## src/rtl/predictor_scoreboard_if.sv

```systemverilog
// Sample/score bundle between a predictor source and predictor_scoreboard.
// The master drives the sample fields; the slave returns the chooser and window statistics.
interface predictor_scoreboard_if;
    logic       valid;
    logic       actual_pattern;
    logic       pred_a;
    logic       pred_b;
    logic       clear;
    logic       chosen_pred;
    logic [1:0] sel_state;
    logic [7:0] win_hits_a;
    logic [7:0] win_hits_b;
    logic [7:0] win_hits_chosen;
    logic       window_done;
    logic [3:0] miss_streak;
    logic       alarm;

    modport master (
        output valid, actual_pattern, pred_a, pred_b, clear,
        input  chosen_pred, sel_state, win_hits_a, win_hits_b, win_hits_chosen,
        input  window_done, miss_streak, alarm
    );

    modport slave (
        input  valid, actual_pattern, pred_a, pred_b, clear,
        output chosen_pred, sel_state, win_hits_a, win_hits_b, win_hits_chosen,
        output window_done, miss_streak, alarm
    );
endinterface

```

## src/rtl/predictor_scoreboard.sv

```systemverilog
// Tournament chooser between two 1-bit predictors with windowed hit statistics
// and a consecutive-miss alarm on the chosen prediction.
module predictor_scoreboard #(
    parameter int unsigned WINDOW     = 16,
    parameter int unsigned MISS_LIMIT = 4
) (
    input logic                   clk,
    input logic                   reset,
    predictor_scoreboard_if.slave bus
);
    typedef enum logic [1:0] {
        StStrongA = 2'b00,
        StWeakA   = 2'b01,
        StWeakB   = 2'b10,
        StStrongB = 2'b11
    } chooser_e;

    localparam logic [7:0] LastCnt  = 8'(WINDOW - 1);
    localparam logic [3:0] AlarmCnt = 4'(MISS_LIMIT);

    chooser_e   state_q, state_d;
    logic       chosen_pred;
    logic       hit_a, hit_b, hit_c;
    logic [7:0] cnt_q, cnt_d;
    logic [7:0] acc_a_q, acc_a_d, acc_b_q, acc_b_d, acc_c_q, acc_c_d;
    logic [7:0] win_a_q, win_a_d, win_b_q, win_b_d, win_c_q, win_c_d;
    logic       done_q, done_d;
    logic [3:0] streak_q, streak_d;

    // Chooser state register
    always_ff @(posedge clk) begin
        if (reset) begin
            state_q <= StWeakA;
        end else begin
            state_q <= state_d;
        end
    end

    // Chooser next state: move toward whichever predictor alone was right
    always_comb begin
        state_d = state_q;
        if (bus.valid && hit_a && !hit_b) begin
            unique case (state_q)
                StStrongA: state_d = StStrongA;
                StWeakA:   state_d = StStrongA;
                StWeakB:   state_d = StWeakA;
                StStrongB: state_d = StWeakB;
                default:   state_d = state_q;
            endcase
        end else if (bus.valid && hit_b && !hit_a) begin
            unique case (state_q)
                StStrongA: state_d = StWeakA;
                StWeakA:   state_d = StWeakB;
                StWeakB:   state_d = StStrongB;
                StStrongB: state_d = StStrongB;
                default:   state_d = state_q;
            endcase
        end
    end

    // Chooser output uses the pre-update state
    always_comb begin
        chosen_pred = bus.pred_a;
        if (state_q[1]) begin
            chosen_pred = bus.pred_b;
        end
    end

    assign hit_a = ~(bus.pred_a ^ bus.actual_pattern);
    assign hit_b = ~(bus.pred_b ^ bus.actual_pattern);
    assign hit_c = ~(chosen_pred ^ bus.actual_pattern);

    // Window statistics; clear drops the coincident sample, including a window-final one
    always_comb begin
        cnt_d    = cnt_q;
        acc_a_d  = acc_a_q;
        acc_b_d  = acc_b_q;
        acc_c_d  = acc_c_q;
        win_a_d  = win_a_q;
        win_b_d  = win_b_q;
        win_c_d  = win_c_q;
        done_d   = 1'b0;
        streak_d = streak_q;
        if (bus.clear) begin
            cnt_d    = '0;
            acc_a_d  = '0;
            acc_b_d  = '0;
            acc_c_d  = '0;
            win_a_d  = '0;
            win_b_d  = '0;
            win_c_d  = '0;
            streak_d = '0;
        end else if (bus.valid) begin
            if (cnt_q == LastCnt) begin
                win_a_d = acc_a_q + 8'(hit_a);
                win_b_d = acc_b_q + 8'(hit_b);
                win_c_d = acc_c_q + 8'(hit_c);
                cnt_d   = '0;
                acc_a_d = '0;
                acc_b_d = '0;
                acc_c_d = '0;
                done_d  = 1'b1;
            end else begin
                cnt_d   = cnt_q + 8'd1;
                acc_a_d = acc_a_q + 8'(hit_a);
                acc_b_d = acc_b_q + 8'(hit_b);
                acc_c_d = acc_c_q + 8'(hit_c);
            end
            if (hit_c) begin
                streak_d = '0;
            end else if (streak_q != 4'hF) begin
                streak_d = streak_q + 4'd1;
            end
        end
    end

    always_ff @(posedge clk) begin
        if (reset) begin
            cnt_q    <= '0;
            acc_a_q  <= '0;
            acc_b_q  <= '0;
            acc_c_q  <= '0;
            win_a_q  <= '0;
            win_b_q  <= '0;
            win_c_q  <= '0;
            done_q   <= 1'b0;
            streak_q <= '0;
        end else begin
            cnt_q    <= cnt_d;
            acc_a_q  <= acc_a_d;
            acc_b_q  <= acc_b_d;
            acc_c_q  <= acc_c_d;
            win_a_q  <= win_a_d;
            win_b_q  <= win_b_d;
            win_c_q  <= win_c_d;
            done_q   <= done_d;
            streak_q <= streak_d;
        end
    end

    assign bus.chosen_pred     = chosen_pred;
    assign bus.sel_state       = state_q;
    assign bus.win_hits_a      = win_a_q;
    assign bus.win_hits_b      = win_b_q;
    assign bus.win_hits_chosen = win_c_q;
    assign bus.window_done     = done_q;
    assign bus.miss_streak     = streak_q;
    assign bus.alarm           = (streak_q >= AlarmCnt);
endmodule

```

## src/flat_wrapper.sv

```systemverilog
// flat-port wrapper written by rule: the top's interface ports become plain ports
module predictor_scoreboard_flat 
#(
    parameter int unsigned WINDOW     = 16,
    parameter int unsigned MISS_LIMIT = 4
)
  (clk, reset, bus_valid, bus_actual_pattern, bus_pred_a, bus_pred_b, bus_clear, bus_chosen_pred, bus_sel_state, bus_win_hits_a, bus_win_hits_b, bus_win_hits_chosen, bus_window_done, bus_miss_streak, bus_alarm);
  predictor_scoreboard_if bus_i ();
  input logic clk;
  input logic reset;
  input wire logic [$bits(bus_i.valid)-1:0] bus_valid;
  input wire logic [$bits(bus_i.actual_pattern)-1:0] bus_actual_pattern;
  input wire logic [$bits(bus_i.pred_a)-1:0] bus_pred_a;
  input wire logic [$bits(bus_i.pred_b)-1:0] bus_pred_b;
  input wire logic [$bits(bus_i.clear)-1:0] bus_clear;
  output wire logic [$bits(bus_i.chosen_pred)-1:0] bus_chosen_pred;
  output wire logic [$bits(bus_i.sel_state)-1:0] bus_sel_state;
  output wire logic [$bits(bus_i.win_hits_a)-1:0] bus_win_hits_a;
  output wire logic [$bits(bus_i.win_hits_b)-1:0] bus_win_hits_b;
  output wire logic [$bits(bus_i.win_hits_chosen)-1:0] bus_win_hits_chosen;
  output wire logic [$bits(bus_i.window_done)-1:0] bus_window_done;
  output wire logic [$bits(bus_i.miss_streak)-1:0] bus_miss_streak;
  output wire logic [$bits(bus_i.alarm)-1:0] bus_alarm;
  assign bus_i.valid = bus_valid;
  assign bus_i.actual_pattern = bus_actual_pattern;
  assign bus_i.pred_a = bus_pred_a;
  assign bus_i.pred_b = bus_pred_b;
  assign bus_i.clear = bus_clear;
  assign bus_chosen_pred = bus_i.chosen_pred;
  assign bus_sel_state = bus_i.sel_state;
  assign bus_win_hits_a = bus_i.win_hits_a;
  assign bus_win_hits_b = bus_i.win_hits_b;
  assign bus_win_hits_chosen = bus_i.win_hits_chosen;
  assign bus_window_done = bus_i.window_done;
  assign bus_miss_streak = bus_i.miss_streak;
  assign bus_alarm = bus_i.alarm;
  predictor_scoreboard #(.WINDOW(WINDOW), .MISS_LIMIT(MISS_LIMIT)) u_core (.clk(clk), .reset(reset), .bus(bus_i));
endmodule
```

## config.mk

```make
export PLATFORM = sky130hd
export DESIGN_NAME = predictor_scoreboard_flat
export DESIGN_NICKNAME = d
export VERILOG_FILES = /design/src/rtl/predictor_scoreboard_if.sv /design/src/rtl/predictor_scoreboard.sv /design/src/flat_wrapper.sv
export SDC_FILE = /design/constraint.sdc
export NUM_CORES = 1
export LEC_CHECK = 0
export ABC_AREA = 1
export BUFFER_PORTS_ARGS = -buffer_cell sky130_fd_sc_hd__buf_2
export CAP_MARGIN = 20
export CORE_UTILIZATION = 40
export DETAILED_ROUTE_END_ITERATION = 7
export PLACE_DENSITY = 0.6
export SLEW_MARGIN = 20
export SYNTH_ARGS = -nofsm -noshare
export SYNTH_HDL_FRONTEND = slang
export SYNTH_SLANG_ARGS = --single-unit
```

## constraint.sdc

```tcl
create_clock -name clk -period 1.8 [get_ports clk]
set_input_delay 0.36 -clock clk [delete_from_list [all_inputs] [get_ports clk]]
set_output_delay 0.36 -clock clk [all_outputs]
set_load 0.02 [all_outputs]
```

Word level (Yosys, flattened, before mapping)
Index checks and enable logic that the tools add are counted.

cells by class
  add/sub/neg operators = 5
  $lt $le $gt $ge = 1
  eq/ne operators = 6
  multiplexer cells = 12
  bitwise logic cells = 7
  reductions and logical operators = 12

operators with widths
  kind                 number
  $mux 8               4
  $add 8x1->8          3
  $pmux 2 s3           2
  $add 8x1->8 const B  1
  $eq 8x4->1 const B   1
  $mux 4               2
  $reduce_or 2->1      3
  $add 4x1->4 const B  1
  $eq 2x2->1 const B   2
  $ge 4x3->1 const B   1
  $logic_and 1x1->1    4
  $mux 2               2
  $ne 4x4->1 const B   1
  $not 1->1            4
  $reduce_and 2->1     2
  $reduce_or 3->1      1
  $xor 1x1->1          3
  $eq 2x1->1 const B   1
  $logic_not 2->1      1
  $mux 1               2
  $ne 2x2->1 const B   1
  $reduce_bool 2->1    1

storage, ports and cells
  register bits after elaboration = 63
  input port bits = 7
  output and inout bits = 33
  word-level logic and storage cells = 53

Depth between registers and ports, before layout
  depth in word-level cells = 6
  gate-level depth with buffers = 14

Worst setup path before layout
OpenSTA, ideal clock, no wires.

  path type = flip-flop to flip-flop
  from = register u_core.state_q[1], in the netlist u_core.bus.sel_state[1]
  to = register u_core.acc_c_q[6]
  library setup time = 0.070 ns
  arrival = 1.768 ns
  data required time = 1.730 ns
  setup slack = -0.038 ns
  cell stages (with the launch flop) = 15
  path buffers = 0
  cell sequence = dfxtp_1 -> inv_1 -> nand2_1 -> nand3_1 -> nand2_1 -> inv_1 -> ha_1 -> ha_1 -> nand2_1 -> inv_1 -> nand3_1 -> nand2_1 -> nand2_1 -> nand2_1 -> a21oi_1

between the ends
  cells in the longest elaborated chain, start to end = 5

RTL lines
  item                      RTL line                     text
  start: declaration        predictor_scoreboard.sv:21   chooser_e state_q, state_d;
  start signal: assignment  predictor_scoreboard.sv:33   state_q <= StWeakA;
  start signal: assignment  predictor_scoreboard.sv:35   state_q <= state_d;
  $mux 1                    predictor_scoreboard.sv:64   if (state_q[1]) begin
  $xor 1x1->1               predictor_scoreboard.sv:71   assign hit_c = ~(chosen_pred ^ bus.actual_pattern);
  $not 1->1                 predictor_scoreboard.sv:71
  $add 8x1->8               predictor_scoreboard.sv:107  acc_c_d = acc_c_q + 8'(hit_c);
  $mux 8                    predictor_scoreboard.sv:94   if (cnt_q == LastCnt) begin
  end signal: assignment    predictor_scoreboard.sv:122  acc_c_q <= '0;
  end signal: assignment    predictor_scoreboard.sv:132  acc_c_q <= acc_c_d;
  end: declaration          predictor_scoreboard.sv:25   logic [7:0] acc_a_q, acc_a_d, acc_b_q, acc_b_d, acc_c_q, acc_c_d;

No other way between the ends.
A chain may end at the register's enable or synchronous reset.

Final worst setup path
Same ends and word-level chain as after synthesis.

==> impl_metrics.json <==
{
  "status": "finished clean",
  "start_util": 0.418,
  "antenna_left": 0,
  "finalHoldViolCount": 0,
  "grt.overflow.total": 0,
  "post-route-period-util": 0.922,
  "synthTopCellsByArea": "dfxtp_1 (44%), nand2_1 (23%), a21oi_1 (5.4%)",
  "hold_depth": 3,
  "holdBufCountCts": 0,
  "fin_crit_ns": 1.66,
  "yosys_most_used_dff": "dfxtp_1",
  "slew_violations": 0,
  "cts_sinks": 63,
  "antenna_cells": 0,
  "finalWirelength_um": 6140,
  "die_x_um": 86.7,
  "netlist_area_sq_um": 2870,
  "grt_usage": 0.178,
  "power.density_nw_per_um2": 864,
  "slew_headroom": 0.591,
  "crit_required_ns": 2.09,
  "synthXorXnorAreaFrac": 0.0336,
  "max_freq_ghz": 0.602,
  "fin_util": 0.524,
  "hp-class": "input port to flip-flop",
  "postSynthAreaPerCell_sq_um": 6.88,
  "peakVddDrop_v": 0.000599,
  "wl_met1_um": 2990,
  "worst_slew_pin_slew_ns": 0.612,
  "ios": 40,
  "num_rows": 30,
  "synth_top_area_cell": "dfxtp_1",
  "crit_fanout": 5,
  "cp.arrival_ns": 1.95,
  "fin_ws_ns": 0.140,
  "min_from": "reset",
  "async_flop_share": 0,
  "insertion_delay_ns": 0.35,
  "grt_pass1_vias": 2312,
  "synth_top_family_by_area": "simple AND/OR/NAND/NOR gates",
  "synth_cell_types": 24,
  "synth-compound-area-share": 0.0610,
  "firstDrtPassIters": 4,
  "synth.top_cell.area_share": 0.439,
  "drtIter0Drc": 125,
  "r2r_setup_slack_ns": 0.14,
  "place_ws_ns": -0.112,
  "synthMuxAreaShare": 0,
  "dp_hpwl_um": 4020,
  "cts_tree": "built",
  "cts.clk_slew.worst_paths_ns": 0.07,
  "final_cell_area_sq_um": 3600,
  "nets": 491,
  "htree_levels": 3,
  "dpl-instance-area_sq_um": 3240,
  "wl_per_cell_um": 10.7,
  "cap_viol_max_count": 0,
  "vias_per_cell": 4.56,
  "synthCells": 417,
  "synth_seq_cells": 63,
  "worstSetupStartpointType": "flip-flop",
  "cts_max_path_buffers": 2,
  "drive_above_1_share": 0.208,
  "synthToLayoutAreaGrowth_pct": 25.5,
  "fin_worst_skew_ns": 0.00781,
  "synthSimpleGateAreaFrac": 0.355,
  "end_kind": "flip-flop",
  "setup_viol": 0,
  "grt_pass1_wl_um": 10300,
  "timing.rr.start": "u_core.bus.sel_state[1]",
  "top_layer_used": "met4",
  "cts-root-buf": "clkbuf_8",
  "antenna_found_initial": 0,
  "route.met2.wl_um": 2820,
  "tns_ns": 0,
  "synthAdderAreaFrac": 0.0349,
  "route.met3.wl_um": 171,
  "dr_total_vias": 2629,
  "die_h_um": 86.7,
  "post-route-drc-count": 0,
  "crit-reg2reg-capture": "u_core.acc_c_q[6]",
  "core_area_sq_um": 6870,
  "cts_inserted_buffers": 9,
  "ys_warn_count": 0,
  "io_buffers": 39,
  "grt_max_degree": 31,
  "synth_edf_count": 0,
  "ff2ff_path_depth": 14,
  "crit_type": "flip-flop to flip-flop",
  "power_leakage_nw": 1.70,
  "synth_nets": 432,
  "die-area_sq_um": 7520,
  "hold-path-endpoint": "u_core.bus.sel_state[0]",
  "yosysSeqAreaShare": 0.439,
  "gp_congestion": 0.774
}
cell usage after synthesis (2+ instances only):
master / count
dfxtp_1: 63
nand2_1: 176
buf_2: 4
nand3_1: 21
inv_2: 2
ha_1: 8
nand3b_1: 2
buf_6: 2
clkbuf_1: 4
nor3_1: 3
nand4_1: 6
nor2_1: 33
buf_4: 2
inv_1: 36
nor2_4: 2
nand2_2: 2
a21oi_1: 31
o21ai_0: 4
xor2_1: 11
logic make-up (layout without fill, tap and decap cells):
| logic type | Yosys count | count (layout) |
|---|---|---|
| buf+inv | 51 | 114 |
| xor+xnor | 11 | 11 |
| simple gates | 249 | 249 |
| compound gates | 35 | 35 |
| fa+ha+maj | 8 | 8 |
| flops | 63 | 63 |
metrics by stage:
stage | total power, mW | hold WS, ns | cells
after detailed placement | 1.60 | 0.427 | 556
after global placement | 1.60 | 0.425 | 556
after floorplan | 1.55 | 0.449 | 417
after CTS | 3.14 | 0.229 | 571
final | 3.11 | 0.240 | 576
after global routing | 3.24 | 0.243 | 576
area by class of cell:
type,instances,area (sq um)
flip-flops and latches,63,1270
repair buffers,61,365
clock buffers,12,155
fillers,683,3270
multi-input cells,303,1460
clock inverters,3,90.1
well taps,96,120
inverters,38,148
report_power, final:
group	internal, mW	total [mW]	switching (mW)	leakage (nW)
combinational	0.0586	0.173	0.115	1.07
clock	0.989	1.53	0.538	0.123
sequential	1.40	1.41	0.00946	0.509
layer usage:
| metal | global-route usage | vias up |
|---|---|---|
| met1 | 0.221 | 1164 |
| li1 | - | 1414 |
| met2 | 0.286 | 38 |
| met3 | 0.0314 | 13 |
| met4 | 0.114 | 0 |
| met5 | 0 | - |
how the worst max path moves through the flow:
stage,from,to,slack (ns),cells past startpoint
after floorplan,u_core.bus.sel_state[1],u_core.acc_c_q[6],0.07,14
after global placement,bus_pred_b,u_core.acc_c_q[4],-0.09,13
after detailed placement,bus_pred_b,u_core.acc_c_q[4],-0.11,13
after CTS,u_core.bus.sel_state[1],u_core.acc_c_q[4],0.008,12
after global routing,u_core.bus.sel_state[1],u_core.acc_c_q[4],-0.02,12
final,u_core.bus.sel_state[1],u_core.acc_c_q[6],0.14,14
flip-flops by register name (all words and copies together) (netlist names):
| register | count |
|---|---|
| u_core.acc_b_q | 8 |
| u_core.acc_c_q | 8 |
| u_core.cnt_q | 8 |
| u_core.bus.win_hits_chosen | 8 |
| u_core.acc_a_q | 8 |
| u_core.bus.window_done | 1 |
| u_core.bus.miss_streak | 4 |
| u_core.bus.win_hits_b | 8 |
| u_core.bus.sel_state | 2 |
| u_core.bus.win_hits_a | 8 |
cell usage in the layout, fill, tap and decap left out, drive strengths merged, types with 4 or more instances in the layout:
cell type and n:
a21oi 31, inv 38, nand3 21, nor2 36
buf 61, clkbuf 12, ha 8, dfxtp 63
nand2 178, xor2 11, o21ai 4, nand4 6
critical path: stages (launching register included):
cell and delay [ns]:
dfxtp_4 0.38, inv_4 0.05, nand2_1 0.08, nand3_2 0.07, nand2_2 0.09, inv_2 0.06, ha_4 0.17, ha_4 0.16
nand2_2 0.08, inv_2 0.05, nand3_1 0.07, nand2_1 0.06, nand2_2 0.08, nand2_1 0.06, a21oi_2 0.15
what timing repair did:
action | 4_1_cts | 5_1_grt
endpoints found under the hold margin | 0 | 0
setup buffers | 0 | 4
endpoints found under the setup margin | 26 | 31
pin swaps | 2 | 7
cloned | 0 | 1
gates resized for setup | 4 | 21
Note: power is estimated with default switching activity, not from simulation.
